`config.mk`:
```
export PLATFORM = sky130hd
export DESIGN_NAME = uart_tx_ctrl
export DESIGN_NICKNAME = d
export VERILOG_FILES = /design/src/rtl/uart_tx_ctrl.sv
export SDC_FILE = /design/constraint.sdc
export NUM_CORES = 1
export LEC_CHECK = 0
export CORE_MARGIN = 10
export CORE_UTILIZATION = 44
export CTS_CLUSTER_DIAMETER = 40
export CTS_CLUSTER_SIZE = 12
export DETAILED_ROUTE_END_ITERATION = 6
export PLACE_DENSITY = 0.85
export SYNTH_ARGS = -nofsm -noshare
export SYNTH_HDL_FRONTEND = slang
export SYNTH_SLANG_ARGS = --single-unit
```
`constraint.sdc`:
```
create_clock -name CLK -period 1.3 [get_ports CLK]
set_input_delay 0.26 -clock CLK [delete_from_list [all_inputs] [get_ports CLK]]
set_output_delay 0.26 -clock CLK [all_outputs]
set_load 0.05 [all_outputs]
```
`src/rtl/uart_tx_ctrl.sv`:
```
// UART TX frame sequencer: start, LSB-first data, optional parity, stop; one CLK per bit.
// Outputs are registered or decoded from state, so no input reaches an output combinationally; requests while busy are dropped.
module uart_tx_ctrl #(
  parameter int DATA_WIDTH = 8
) (
  input  logic                  CLK,
  input  logic                  RST,
  input  logic [DATA_WIDTH-1:0] P_DATA,
  input  logic                  DATA_VALID,
  input  logic                  PAR_EN,
  input  logic                  PAR_TYP,
  output logic                  SER_DATA,
  output logic                  PARITY_BIT,
  output logic [1:0]            MUX_SEL,
  output logic                  BUSY
);

  localparam int CW = (DATA_WIDTH > 1) ? $clog2(DATA_WIDTH) : 1;
  localparam logic [CW-1:0] LAST_CNT = CW'(DATA_WIDTH - 1);

  localparam logic [1:0] SEL_START  = 2'b00;
  localparam logic [1:0] SEL_STOP   = 2'b01;
  localparam logic [1:0] SEL_DATA   = 2'b10;
  localparam logic [1:0] SEL_PARITY = 2'b11;

  typedef enum logic [2:0] {
    IDLE   = 3'd0,
    START  = 3'd1,
    DATA   = 3'd2,
    PARITY = 3'd3,
    STOP   = 3'd4
  } state_t;

  state_t                state;
  state_t                state_nxt;
  logic [DATA_WIDTH-1:0] shift_reg;
  logic [CW-1:0]         bit_cnt;
  logic                  par_en_q;
  logic                  parity_q;
  logic                  accept;
  logic                  last_bit;

  assign accept   = (state == IDLE) && DATA_VALID;
  assign last_bit = (state == DATA) && (bit_cnt == LAST_CNT);

  always_ff @(posedge CLK) begin
    if (RST) begin
      state <= IDLE;
    end else begin
      state <= state_nxt;
    end
  end

  always_comb begin
    state_nxt = state;
    case (state)
      IDLE:    if (DATA_VALID) state_nxt = START;
      START:   state_nxt = DATA;
      DATA:    if (last_bit) state_nxt = par_en_q ? PARITY : STOP;
      PARITY:  state_nxt = STOP;
      STOP:    state_nxt = IDLE;
      default: state_nxt = IDLE;
    endcase
  end

  // Counter holds at its last value on the final data cycle so it never wraps
  // when DATA_WIDTH is a power of two.
  always_ff @(posedge CLK) begin
    if (RST) begin
      shift_reg <= '0;
      bit_cnt   <= '0;
      par_en_q  <= 1'b0;
      parity_q  <= 1'b0;
    end else if (accept) begin
      shift_reg <= P_DATA;
      bit_cnt   <= '0;
      par_en_q  <= PAR_EN;
      parity_q  <= (^P_DATA) ^ PAR_TYP;
    end else if (state == DATA) begin
      shift_reg <= shift_reg >> 1;
      if (!last_bit) begin
        bit_cnt <= bit_cnt + CW'(1);
      end
    end
  end

  always_comb begin
    MUX_SEL = SEL_STOP;
    BUSY    = 1'b1;
    case (state)
      IDLE:    begin MUX_SEL = SEL_STOP;   BUSY = 1'b0; end
      START:   MUX_SEL = SEL_START;
      DATA:    MUX_SEL = SEL_DATA;
      PARITY:  MUX_SEL = SEL_PARITY;
      STOP:    MUX_SEL = SEL_STOP;
      default: begin MUX_SEL = SEL_STOP;   BUSY = 1'b0; end
    endcase
  end

  assign SER_DATA   = shift_reg[0];
  assign PARITY_BIT = parity_q;

endmodule

```
# Yosys cells after proc, flatten, opt, wreduce, memory -nomap -nowiden
# Index checks and enable logic that the tools add are counted.
# word_totals
output_inout_bits,5
inputBits,13
elab_cells,32
regBits,16
# classes
bitwise,2
reduce_logical,9
eq_ne,7
mux,8
add_sub_neg,1
# ops
cell,count
two-way mux 8 bit,2
case mux 3 bit (4 select lines),1
two-way mux 3 bit,3
XOR reduction 8 bit,1
"equality test 3 x 2 -> 1 bit, second input constant",2
"equality test 3 bit, second input constant",2
case mux 2 bit (3 select lines),1
"!= test 2 bit, second input constant",2
AND reduction 2 bit,2
OR reduction 4 bit,1
"adder 3 x 1 -> 3 bit, second input constant",1
"equality test 3 x 1 -> 1 bit, second input constant",1
logical NOT 3 bit,1
logical AND 1 bit,2
nonzero test 2 bit,1
OR reduction 2 bit,1
two-way mux 1 bit,1
NOT 1 bit,1
bitwise XOR 1 bit,1

# Longest topological paths before layout
# depth
ltp_word,4
ltp_mapped,5
mapped_depth_nobuf,5

# Least setup slack after synthesis
# OpenSTA, ideal clock, no wires.
# synth_timing
path_type,register to output
from,reg state[0]
to,out BUSY
setup_slack_ns,-0.273
path_stages_with_launch,4
required_time_ns,1.040
t_arrival_ns,1.313
n_path_buf,1
cell_sequence,dfxtp_1 -> buf_6 -> nor2_1 -> xnor2_1
# synth_between
elab_chain_cells,3
elab_cells_between_ends,6
classes_between,eq/ne: 4; mux: 1; reduce/logical: 1
# synth_lines
item,line,text
from (decl),34,state_t state;
from (signal assigned),50,state <= state_nxt;
equality test 3 x 2 -> 1 bit (tied with other cells),90,case (state)
OR reduction 4 bit (no source line) (*),-,
two-way mux 1 bit (*),90,
to (decl),15,output logic BUSY
# Mark *: on every way between the ends. The rest lies on a longest branch, timed or not.

# Worst setup path in the final report
# layout_timing
from,reg state[2]
to,out MUX_SEL[1]
# layout_between
elab_chain_cells,2
elab_cells_between_ends,4
classes_between,eq/ne: 3; mux: 1
# layout_lines
item,line,text
equality test 3 x 2 -> 1 bit or equality test 3 x 1 -> 1 bit (tied branches),90,
case mux 2 bit (3 select lines) (*),90,
to (decl),14,"output logic [1:0] MUX_SEL,"
# Marked as above.

==> impl_metrics.csv <==
group,metric,value,unit
flow_run,max_cap_violations,0,
setup_path,cp.arrival,1140,ps
routing,first_iter_violations,15,
placement,dp_slack,-341,ps
sta,timing.slew.headroom,80.6,%
cells_and_area,area_growth,52.6,%
setup_path,critical_path_class,"reg2out",
die,die_w,64.7,µm
synth,yosysWarnings,0,
synth,synth_ff_type,"dfxtp_1",
hold_path,hp-class,"reg2reg",
setup_path,crit_path_end_kind,"output port",
clocking,clk_latency,290,ps
placement,io_buffers,17,
die,dieArea,4190,µm²
sta,tns,-508,ps
routing,avgRoutedWirePerCell,15.8,µm
clocking,clockBufferDepth,2,
grt,grt_antenna_before_repair,0,
grt,grt_pass1_wl,3410,µm
routing,first_pass_iters,4,
placement,place_area,1180,µm²
power_and_ir_drop,vdd_ir_drop_max,0.000580,V
grt,grt_util_all_layers,10.1,%
clocking,cts-buffers-inserted,3,
setup_path,required,1040,ps
grt,grt_max_degree,13,
synth,ys_top_cells_by_area,"dfxtp_1, a22oi_1, a21oi_1",
power_and_ir_drop,p_per_area,1010,nW/µm²
run_status,violations,"setup timing",
cells_and_area,layout.nets,131,
die,die_height,64.7,µm
synth,syn_area_per_cell,10.3,µm²
routing,drcViolationCount,0,
clocking,clkSlewWorstSetupHoldPaths,100,ps
placement,dp.final_hpwl,1580,µm
sta,fmax,713,MHz
sta,worstMarginPinSlew,287,ps
grt,overflow,0,
sta,period_share,108,%
cells_and_area,largest_reg_flops,8,
synth,syn_nets,100,
die,start_util,45.8,%
setup_path,cp-start-kind,"flip-flop",
setup_path,rrSetupSlack,-70,ps
run_status,status,"finished with violations",
routing,vias_per_cell,5.29,
synth,ys_seq_area_share,36.4,%
grt,grt_pass1_vias,752,
power_and_ir_drop,leakagePower,0.517,nW
die,coreArea,1920,µm²
synth,synth_edf_count,0,
routing,ant_nets,0,
placement,gp_congestion,0.764,
sta,layout_min_cycle_time,1400,ps
clocking,htree_num_levels,1,
cells_and_area,fin_cells,142,
clocking,cts.sinks,16,
routing,vias,751,
sta,setup_viol,7,
sta,hold_viol_final,0,
sta,rsz0062_at_grt,"yes",
routing,wl,2250,µm
synth,synth_top_area_cell,"dfxtp_1",
sta,skew,3.54,ps
synth,netlist.area_leader.share,36.4,%
synth,syn-instance-count,85,
setup_path,worstPathMaxFanout,6,
synth,ys_ff_latch,16,
power_and_ir_drop,power,1.36,mW
clocking,cts_tree,"built",
sta,drv_slew,0,
synth,async_reset_ff_share,0,%
synth,synthDistinctLibCells,30,
cells_and_area,fin_area,1340,µm²
cells_and_area,antenna_cells,0,
cells_and_area,drive_gt1_share,45.2,%
die,io_pins,18,
clocking,clock-root-buffer,"clkbuf_4",
sta,fin_ws,-102,ps
placement,place_inst,136,
synth,syn_area,880,µm²
die,num_rows,16,
[power by group]
part	switching (mW)	internal [mW]	leakage (nW)
combinational	0.216	0.254	0.362
clock	0.162	0.171	0.0210
sequential	0.0391	0.522	0.134
total	0.417	0.946	0.517
[metal layers]
metal / global-route usage, % / vias to the layer above / wire [µm]
li1: - / 367 / -
met1: 11.1 / 367 / 922
met2: 17.9 / 15 / 1230
met3: 2.92 / 2 / 77
met4: 4.01 / 0 / 16
met5: 0 / - / 0
[worst max-delay path, stage by stage (launching register included)]
cell     delay (ps)
dfxtp_4         360
buf_4           170
nor2b_2         170
buf_12          150
[timing repair]
action / CTS / global route
setup buffers: 1 / 1
resized for setup: 13 / 12
hold buffers: 0 / 0
setup endpoints to repair: 10 / 16
cloned: 0 / 0
pin swaps: 2 / 5
[cell type report]
type / count / area, µm²
well taps: 27 / 33.8
inverters: 2 / 7.51
fillers: 151 / 579
repair buffers: 32 / 348
clock buffers: 4 / 36.3
flip-flops and latches: 16 / 334
multi-input cells: 61 / 583
[synth_stat cells (all sizes together), types with 2 or more instances]
| cell | n |
|---|---|
| a21oi | 8 |
| nor2b | 2 |
| nand2 | 9 |
| nor2 | 4 |
| inv | 2 |
| ha | 2 |
| xnor2 | 4 |
| nor3 | 5 |
| xor2 | 2 |
| nor4b | 2 |
| xnor3 | 2 |
| mux2i | 4 |
| a22oi | 7 |
| buf | 3 |
| dfxtp | 16 |
| nand3 | 2 |
| clkbuf | 3 |
[kinds of logic after synthesis]
logic type               share of synthesized area [%]
AND/OR/NAND/NOR                                   23.2
adder cells (fa/ha/maj)                           2.84
flip-flops                                        36.4
XOR/XNOR                                          11.7
AO/OA/AOI/OAI                                     13.5
buffers and inverters                             7.82
multiplexers                                      4.55
[layout by cell type, fill, tap and decap left out, drive strengths merged, types with 4 or more instances in the layout]
cell type / synthesis / routed
clkbuf: 3 / 4
nor3: 5 / 5
clkdlybuf4s50: 0 / 12
dfxtp: 16 / 16
nor2: 4 / 4
buf: 3 / 20
nand2: 9 / 9
a21oi: 8 / 8
a22oi: 7 / 7
mux2i: 4 / 4
xnor2: 4 / 4
[metrics by stage]
step | utilization, % | hold WS (ps)
3_5_place_dp | 61.5 | 454
5_1_grt | 69.9 | 486
4_1_cts | 66.0 | 467
6_report | 69.9 | 472
2_1_floorplan | - | 396
3_3_place_gp | 61.5 | 444
[final timing paths]
path / start / cells past startpoint / end
worst min register to register: shift_reg[3]$_SDFFE_PP0P_ / 2 / shift_reg[3]$_SDFFE_PP0P_
worst max register to register: state[2]$_SDFFE_PP0P_ / 5 / bit_cnt[2]$_SDFFE_PP0P_
worst max-delay path: state[2]$_SDFFE_PP0P_ / 3 / MUX_SEL[1]
worst min-delay path: shift_reg[3]$_SDFFE_PP0P_ / 2 / shift_reg[3]$_SDFFE_PP0P_
Note: power is estimated with default switching activity, not from simulation.
==> RTL change (config.mk and constraints unchanged) <==
The parameter `DATA_WIDTH` goes from 8 to 16.
--- a/src/rtl/uart_tx_ctrl.sv
+++ b/src/rtl/uart_tx_ctrl.sv
@@ -2,5 +2,5 @@
 // Outputs are registered or decoded from state, so no input reaches an output combinationally; requests while busy are dropped.
 module uart_tx_ctrl #(
-  parameter int DATA_WIDTH = 8
+  parameter int DATA_WIDTH = 16
 ) (
   input  logic                  CLK,
Ports: changed (resized P_DATA); port bits go from 18 to 26. No check against the original RTL was run, so the function may have changed too.
==> RTL change against the original RTL <==
  * The flow still finishes with violations (setup timing)
  * Power up 51%
  * Clock power up 5%
  * Highest routed layer unchanged
  * Synthesized area up 41%
  * Wire length up 75%
  * Setup slack worse by 0.17 ns
  * Cell area up 53%
  * Sequential cell count up 9
  * Via count up 68%
==> RTL change: results (changes against the original RTL) <==
Finished Layout Cells 221 (+56%); Tot GR Track Use 14.9% (+4.8 points); fraction of area in multi-input gates 42.0% (-1.4 points); top cells by count, synth dfxtp_1, nand2_1, a21oi_1; GP Congestion 0.879 (+15%); Max VDD drop 0.927 mV (+60%); met3 wire length 184 µm (+140%); outcome complete, but fails checks; Met2 Routed Length 2.10 mm (+70%); worst min-delay path class in2reg; CP arrival 1.79 ns (+0.65 ns); clock power share 16.9% (-7.5 points); DR WL/cell 17.8 µm (+12%); max reg flops 16 (+8); r2r startpoint state[1]$_SDFFE_PP0P_; Worst Path Max Fanout 5 (-1); PortBufs 25 (+8); post-route worst setup slack -0.270 ns (-0.167 ns); WL met1 1.52 mm (+65%); Worst Clk Skew 0.00168 ns (-0.00186 ns); detailed placement HPWL 2.53 mm (+60%); Post CTS Setup Buffer Count 4 (+3); Worst Setup SP state[1]$_SDFFE_PP0P_; Seq group 881 µW (+57%); CP top delay family simple AND/OR/NAND/NOR gates; fraction of area in registers 24.9% (+0.040 points); DP Cell Count 208 (+53%); Internal 1.38 mW (+46%); vias in the first global route 1405 (+87%); clk_lat worst skew 0.32 ns (+0.03 ns); syn_area_per_cell 8.91 µm² (-14%); final setup vio count 26 (+19); Setup TNS -2.86 ns (-2.35 ns); Non-Clock Buffer Area Fraction 29.5% (+3.6 points); Netlist cell types 26 (-13%); leak pwr 0.906 nW (+75%); fillers 182 (+21%); syn nets 161 (+61%); Max stage delay on crit path 0.40 ns (+0.04 ns); share of cells above drive strength 1 46.8% (+1.6 points); failing checks setup timing; sequential share of the synthesized area 40.4% (+4.0 points); nonclk buf count 57 (+78%); post-CTS sizing 55 (+42); DR vias/cell 5.71 (+7.9%); Crit Path Class reg2reg; first-pass GRT wire length 6.29 mm (+85%)
RTL change: kinds of logic after synthesis:
group / after synthesis / synth area share (%)
flip-flops: 25 / 40.4
XOR/XNOR: 19 / 14.5
buffers and inverters: 12 / 5.15
AND/OR/NAND/NOR: 44 / 17.0
AO/OA/AOI/OAI: 33 / 17.9
adder cells (fa/ha/maj): 1 / 1.01
multiplexers: 5 / 4.04
RTL change: metrics by stage:
step | worst slack (ns) | hold slack [ns] | instance area (µm²) | util, % | total power, mW
2_1_floorplan | -0.292 | 0.396 | 1250 | - | 1.24
3_3_place_gp | -0.622 | 0.442 | 1700 | 62.2 | 1.51
3_5_place_dp | -0.666 | 0.449 | 1700 | 62.2 | 1.53
4_1_cts | -0.204 | 0.388 | 1990 | 72.7 | 2.01
5_1_grt | -0.344 | 0.243 | 2050 | 75.1 | 2.14
6_report | -0.270 | 0.251 | 2050 | 75.1 | 2.05
RTL change: worst min path at each step:
| stage | startpoint | depth (start not counted) | slack [ns] | to |
|---|---|---|---|---|
| floorplan | PAR_EN | 2 | 0.40 | par_en_q$_SDFFE_PP0P_ |
| global placement | shift_reg[2]$_SDFFE_PP0P_ | 2 | 0.44 | shift_reg[2]$_SDFFE_PP0P_ |
| detailed placement | shift_reg[2]$_SDFFE_PP0P_ | 2 | 0.45 | shift_reg[2]$_SDFFE_PP0P_ |
| CTS | P_DATA[3] | 3 | 0.39 | shift_reg[3]$_SDFFE_PP0P_ |
| global route | P_DATA[15] | 3 | 0.24 | shift_reg[15]$_SDFFE_PP0P_ |
| finish | P_DATA[15] | 3 | 0.25 | shift_reg[15]$_SDFFE_PP0P_ |
RTL change: metal layers:
metal	track usage, %	vias up
li1	-	589
met1	14.6	614
met2	27.0	45
met3	2.59	13
met4	11.0	0
met5	0	-
